==> config.mk <==
export PLATFORM = sky130hd
export DESIGN_NAME = reg_writeback_unit
export DESIGN_NICKNAME = d
export VERILOG_FILES = /design/src/rtl/reg_writeback_unit.sv
export SDC_FILE = /design/constraint.sdc
export NUM_CORES = 1
export LEC_CHECK = 0
export ABC_CLOCK_PERIOD_IN_PS = 4400
export BUFFER_PORTS_ARGS = -buffer_cell sky130_fd_sc_hd__buf_2
export CORE_MARGIN = 2
export CORE_UTILIZATION = 60
export DETAILED_ROUTE_END_ITERATION = 7
export PLACE_DENSITY = 0.86
export SYNTH_ARGS = -nofsm -noshare
export SYNTH_HDL_FRONTEND = slang
export SYNTH_SLANG_ARGS = --single-unit
==> constraint.sdc <==
create_clock -name clk -period 4.4 [get_ports clk]
set_clock_uncertainty 0.05 [all_clocks]
set_input_delay 0.66 -clock clk [delete_from_list [all_inputs] [get_ports clk]]
set_output_delay 0.66 -clock clk [all_outputs]
set_load 0.01 [all_outputs]
==> src/rtl/reg_writeback_unit.sv <==
// reg_writeback_unit: owns the register-file write port, merges ALU and long-latency results
module reg_writeback_unit #(
    parameter int DATA_W = 32,
    parameter int ADDR_W = 5,
    parameter int QDEPTH = 4
) (
    input  logic                         clk,
    input  logic                         reset,
    input  logic                         AluValid,
    input  logic [ADDR_W-1:0]            AluRegister,
    input  logic [DATA_W-1:0]            AluData,
    input  logic                         LongIssue,
    input  logic [ADDR_W-1:0]            LongIssueRegister,
    input  logic                         LongValid,
    output logic                         LongReady,
    input  logic [ADDR_W-1:0]            LongRegister,
    input  logic [DATA_W-1:0]            LongData,
    output logic                         RegisterWrite,
    output logic [ADDR_W-1:0]            WriteRegister,
    output logic [DATA_W-1:0]            WriteData,
    output logic [2**ADDR_W-1:0]         Pending,
    output logic [$clog2(QDEPTH):0]      QueueCount
);
    localparam int PW = $clog2(QDEPTH);
    localparam int CW = PW + 1;
    localparam logic [CW-1:0] FULL = CW'(QDEPTH);

    logic [ADDR_W-1:0]    q_reg  [QDEPTH];
    logic [DATA_W-1:0]    q_data [QDEPTH];
    logic [PW-1:0]        rd_ptr, wr_ptr;
    logic                 alu_sel, push, pop;
    logic [2**ADDR_W-1:0] pend_nxt;

    assign LongReady = QueueCount < FULL;
    assign alu_sel   = AluValid && AluRegister != '0;
    // register-0 results complete the handshake but never occupy a slot
    assign push      = LongValid && LongReady && LongRegister != '0;
    assign pop       = !alu_sel && QueueCount != '0;

    // a same-edge set overrides the clear from the popped entry
    always_comb begin
        pend_nxt = Pending;
        if (pop)
            pend_nxt[q_reg[rd_ptr]] = 1'b0;
        if (LongIssue)
            pend_nxt[LongIssueRegister] = 1'b1;
        pend_nxt[0] = 1'b0;
    end

    always_ff @(posedge clk) begin
        if (push) begin
            q_reg[wr_ptr]  <= LongRegister;
            q_data[wr_ptr] <= LongData;
        end
    end

    always_ff @(posedge clk or posedge reset) begin
        if (reset) begin
            RegisterWrite <= 1'b0;
            WriteRegister <= '0;
            WriteData     <= '0;
            Pending       <= '0;
            QueueCount    <= '0;
            rd_ptr        <= '0;
            wr_ptr        <= '0;
        end else begin
            RegisterWrite <= alu_sel || pop;
            if (alu_sel) begin
                WriteRegister <= AluRegister;
                WriteData     <= AluData;
            end else if (pop) begin
                WriteRegister <= q_reg[rd_ptr];
                WriteData     <= q_data[rd_ptr];
            end
            Pending    <= pend_nxt;
            QueueCount <= QueueCount + CW'(push) - CW'(pop);
            if (push)
                wr_ptr <= wr_ptr + PW'(1);
            if (pop)
                rd_ptr <= rd_ptr + PW'(1);
        end
    end
endmodule
==> key figures <==
Setup path
  – Type of destination of the critical path: flip-flop
  – Largest driver fanout on the critical path: 22
  – Arrival time worst endpoint: 2.91 ns
  – Reg-to-Reg Start: rd_ptr[0]
  – Depth of the worst register-to-register path: 4
  – WS Path Type: flip-flop to flip-flop
  – R2r setup slk: between 1.5 and 2 ns
  – Required arrival time at the worst endpoint: around 4.7 ns
  – Element type at the critical path start: flip-flop
  – End of the worst register-to-register path: Pending[18]

Floorplan
  – Placement Rows: 45
  – Die height: about 130 um
  – Die area: 16200 sq um
  – I/O pin count: 158
  – Starting density of the core: 60.6%
  – Die width: 127 um
  – Core region area: 15000 sq um

Clock network
  – Clock Pin Slew Worst Setup and Hold Paths: 0.06 ns
  – Cell at the root of the clock tree: sky130_fd_sc_hd__clkbuf_16
  – Number of buffers created by CTS: 23
  – Deepest clock path buffer count: 3
  – Hold_buf cts: 0
  – TritonCTS clock tree: done
  – Post-CTS Setup Bufs: 0
  – Clock insertion delay at the later pin of the skew report: 0.49 ns
  – Clock sink count: 224
  – Cts repair resizes: 0
  – Number of H-tree branching levels: 1

Global routing
  – Via count of the first global-routing pass: 5934
  – Number of antenna violations at the first check in global routing: 3
  – Pin count of the biggest net entering global routing: 53
  – Global-route wire length before repair: 31800 um
  – Tot GR Track Use: 25.7%
  – Overflow left after global routing: 0

Placed design
  – GP Congestion: ~0.84
  – Estimated wirelength of the detail-placed design: around 13000 um
  – Number of input and output port buffers inserted: approximately 160
  – Post-Place Cell Area: 10000 sq um
  – Worst-case setup slack after placement: roughly 1.4 ns

Drt
  – Post-route DRC: 0
  – Total wirelength of the detailed-routed design: 20300 um
  – Overall via count from detail_route: roughly 5800
  – Initial DRC Count: between 500 and 600
  – Avg WL per Cell: 20.8 um
  – Detail Route Antenna Nets: 0
  – First-pass iteration count of the detailed router: 5
  – Via-per-instance ratio: 5.93

Yosys
  – Mean cell area of the mapped netlist: 14.7 sq um
  – Syn_nets: 712
  – Share of synthesized flip-flops with an asynchronous set or reset: around 34%
  – Share of the synthesized area in the top cell type: 48.8%
  – Commonest register cell after synthesis: sky130_fd_sc_hd__edfxtp_1
  – Post-synth top area cell: sky130_fd_sc_hd__edfxtp_1
  – Sequential share of the synthesized area: between 60% and 70%
  – Number of different library cells in the post-synthesis netlist: 41
  – Syn Inst Count: around 620
  – Number of synthesized register bits: around 220
  – Top post-synthesis cells by area: sky130_fd_sc_hd__edfxtp_1 49%, sky130_fd_sc_hd__dfrtp_1 21%, sky130_fd_sc_hd__mux4_2 8.9%
  – Number of warnings issued by yosys: 0
  – Mapped Area: 9110 sq um
  – Number of flops mapped to enable cells by yosys: 148

Power
  – P_leak: 0.00419 uW
  – Power per Cell Area: around 680 nW/um^2
  – Worst IR Drop VDD: 0.424 mV

STA
  – Min Clock Period, post-route: 2.61 ns
  – Count of endpoints failing setup in the final report: 0
  – Final worst-path cycle share: 59.2%
  – Total Neg Setup Slack: 0 ns
  – Final hold violation count: 0
  – PnR worst setup slack: between 1.5 and 2 ns
  – Unrepaired setup endpoints after global routing: false
  – Pin slew with the least headroom to its limit: 1.07 ns
  – Max-slew violations: 0
  – Worst max-slew margin expressed relative to the limit: about 29%
  – Maximum clock rate: approximately 0.38 GHz

Layout
  – Top reg by flops: q_data
  – Registers with the highest flip-flop counts: q_data: 128 flops, WriteData: 32 flops, Pending: 31 flops
  – Max FFs per register: ~130
  – Layout Cell Area excl Fill: ~11000 sq um
  – Area delta synth->final: 18.8%
  – Layout Nets: 866
  – Ratio of cells with drive above 1 in the final layout: 32.7%

Job
  – Number of maximum-capacitance violations: 0

Status
  – Status: finished, final reports clean

Hold path
  – Tightest Hold Check Type: input port to asynchronous set/reset pin
-- layout by cell type, fill, tap and decap left out, drive strengths merged, types with 3 or more instances in the layout --
master    instances
nor3             14
nand2            80
and2              4
clkinvlp          3
xnor2             4
bufinv            5
a21boi            4
dfrtp            76
and3b             3
clkbuf           25
edfxtp          148
a31oi            43
a21oi            34
nand3b            5
or3b              3
ha                6
mux4             37
inv               7
or3               3
clkinv            8
nor3b            15
buf             162
nor2             86
-- through the flow --
stage               power, uW  util, %  instances  hold WS, ns
floorplan                4550        -        621        0.507
global placement         5190     66.7        938        0.458
detailed placement       5300     66.7        938        0.470
CTS                      7370     72.0        978        0.298
global route             7680     72.0        978        0.321
finish                   7330     72.0        979        0.285
-- kinds of logic after synthesis --
logic type      count (synthesis)  share of synthesized area [%]
compound gates                 87                           5.85
xor+xnor                        5                          0.481
fa+ha+maj                       7                           1.04
buf+inv                        41                           2.31
flops                         224                           69.7
mux                            37                           9.19
other cells                     1                         0.0412
simple gates                  219                           11.4
-- how the worst max path moves through the flow --
stage,start,end,slack [ns],depth (start not counted)
2_1_floorplan,LongRegister[1],QueueCount[2],1.72,10
3_3_place_gp,AluRegister[0],QueueCount[2],1.50,10
3_5_place_dp,AluRegister[0],QueueCount[2],1.43,10
4_1_cts,rd_ptr[0],Pending[18],1.78,4
5_1_grt,rd_ptr[0],Pending[18],1.61,4
6_report,rd_ptr[0],Pending[18],1.79,4
-- synth_stat cells, drive strengths merged, types with 8 or more instances --
cell,instances
inv,8
nor3,14
nor3b,15
dfrtp,76
nand2,80
a31oi,43
edfxtp,148
clkbuf,8
nor2,86
a21oi,34
mux4,37
buf,25
-- worst max-delay path, cell delays in order, from the launching register on --
cell and delay, ns:
sky130_fd_sc_hd__dfrtp_2 0.85, sky130_fd_sc_hd__mux4_2 0.80, sky130_fd_sc_hd__nand2b_1 0.36, sky130_fd_sc_hd__nor3_1 0.29, sky130_fd_sc_hd__a21oi_1 0.11
-- final cells by class --
cell class                 instances  area (sq um)
sequential                       224          6350
fill                             938          4210
multi-input combinational        356          2570
timing repair buffer             162           838
clock buffer                      25           593
tap                              188           235
clock inverter                    15           204
inverter                           8          31.3
antenna                            1          2.50
-- power breakdown --
group / internal, uW / switching (uW) / leakage, uW
clock network: 1260 / 772 / 0.000383
logic: 949 / 1200 / 0.00157
registers: 2770 / 381 / 0.00223
total: 4980 / 2350 / 0.00419
-- layer usage --
metal | track usage [%] | vias to the layer above | routed length, um
met5 | 0 | - | 27
met4 | 7.56 | 4 | 435
met3 | 5.70 | 40 | 1730
met2 | 44.4 | 297 | 10300
met1 | 33.2 | 2854 | 7870
li1 | - | 2610 | -
No activity file was read; power rests on OpenSTA's default activity.
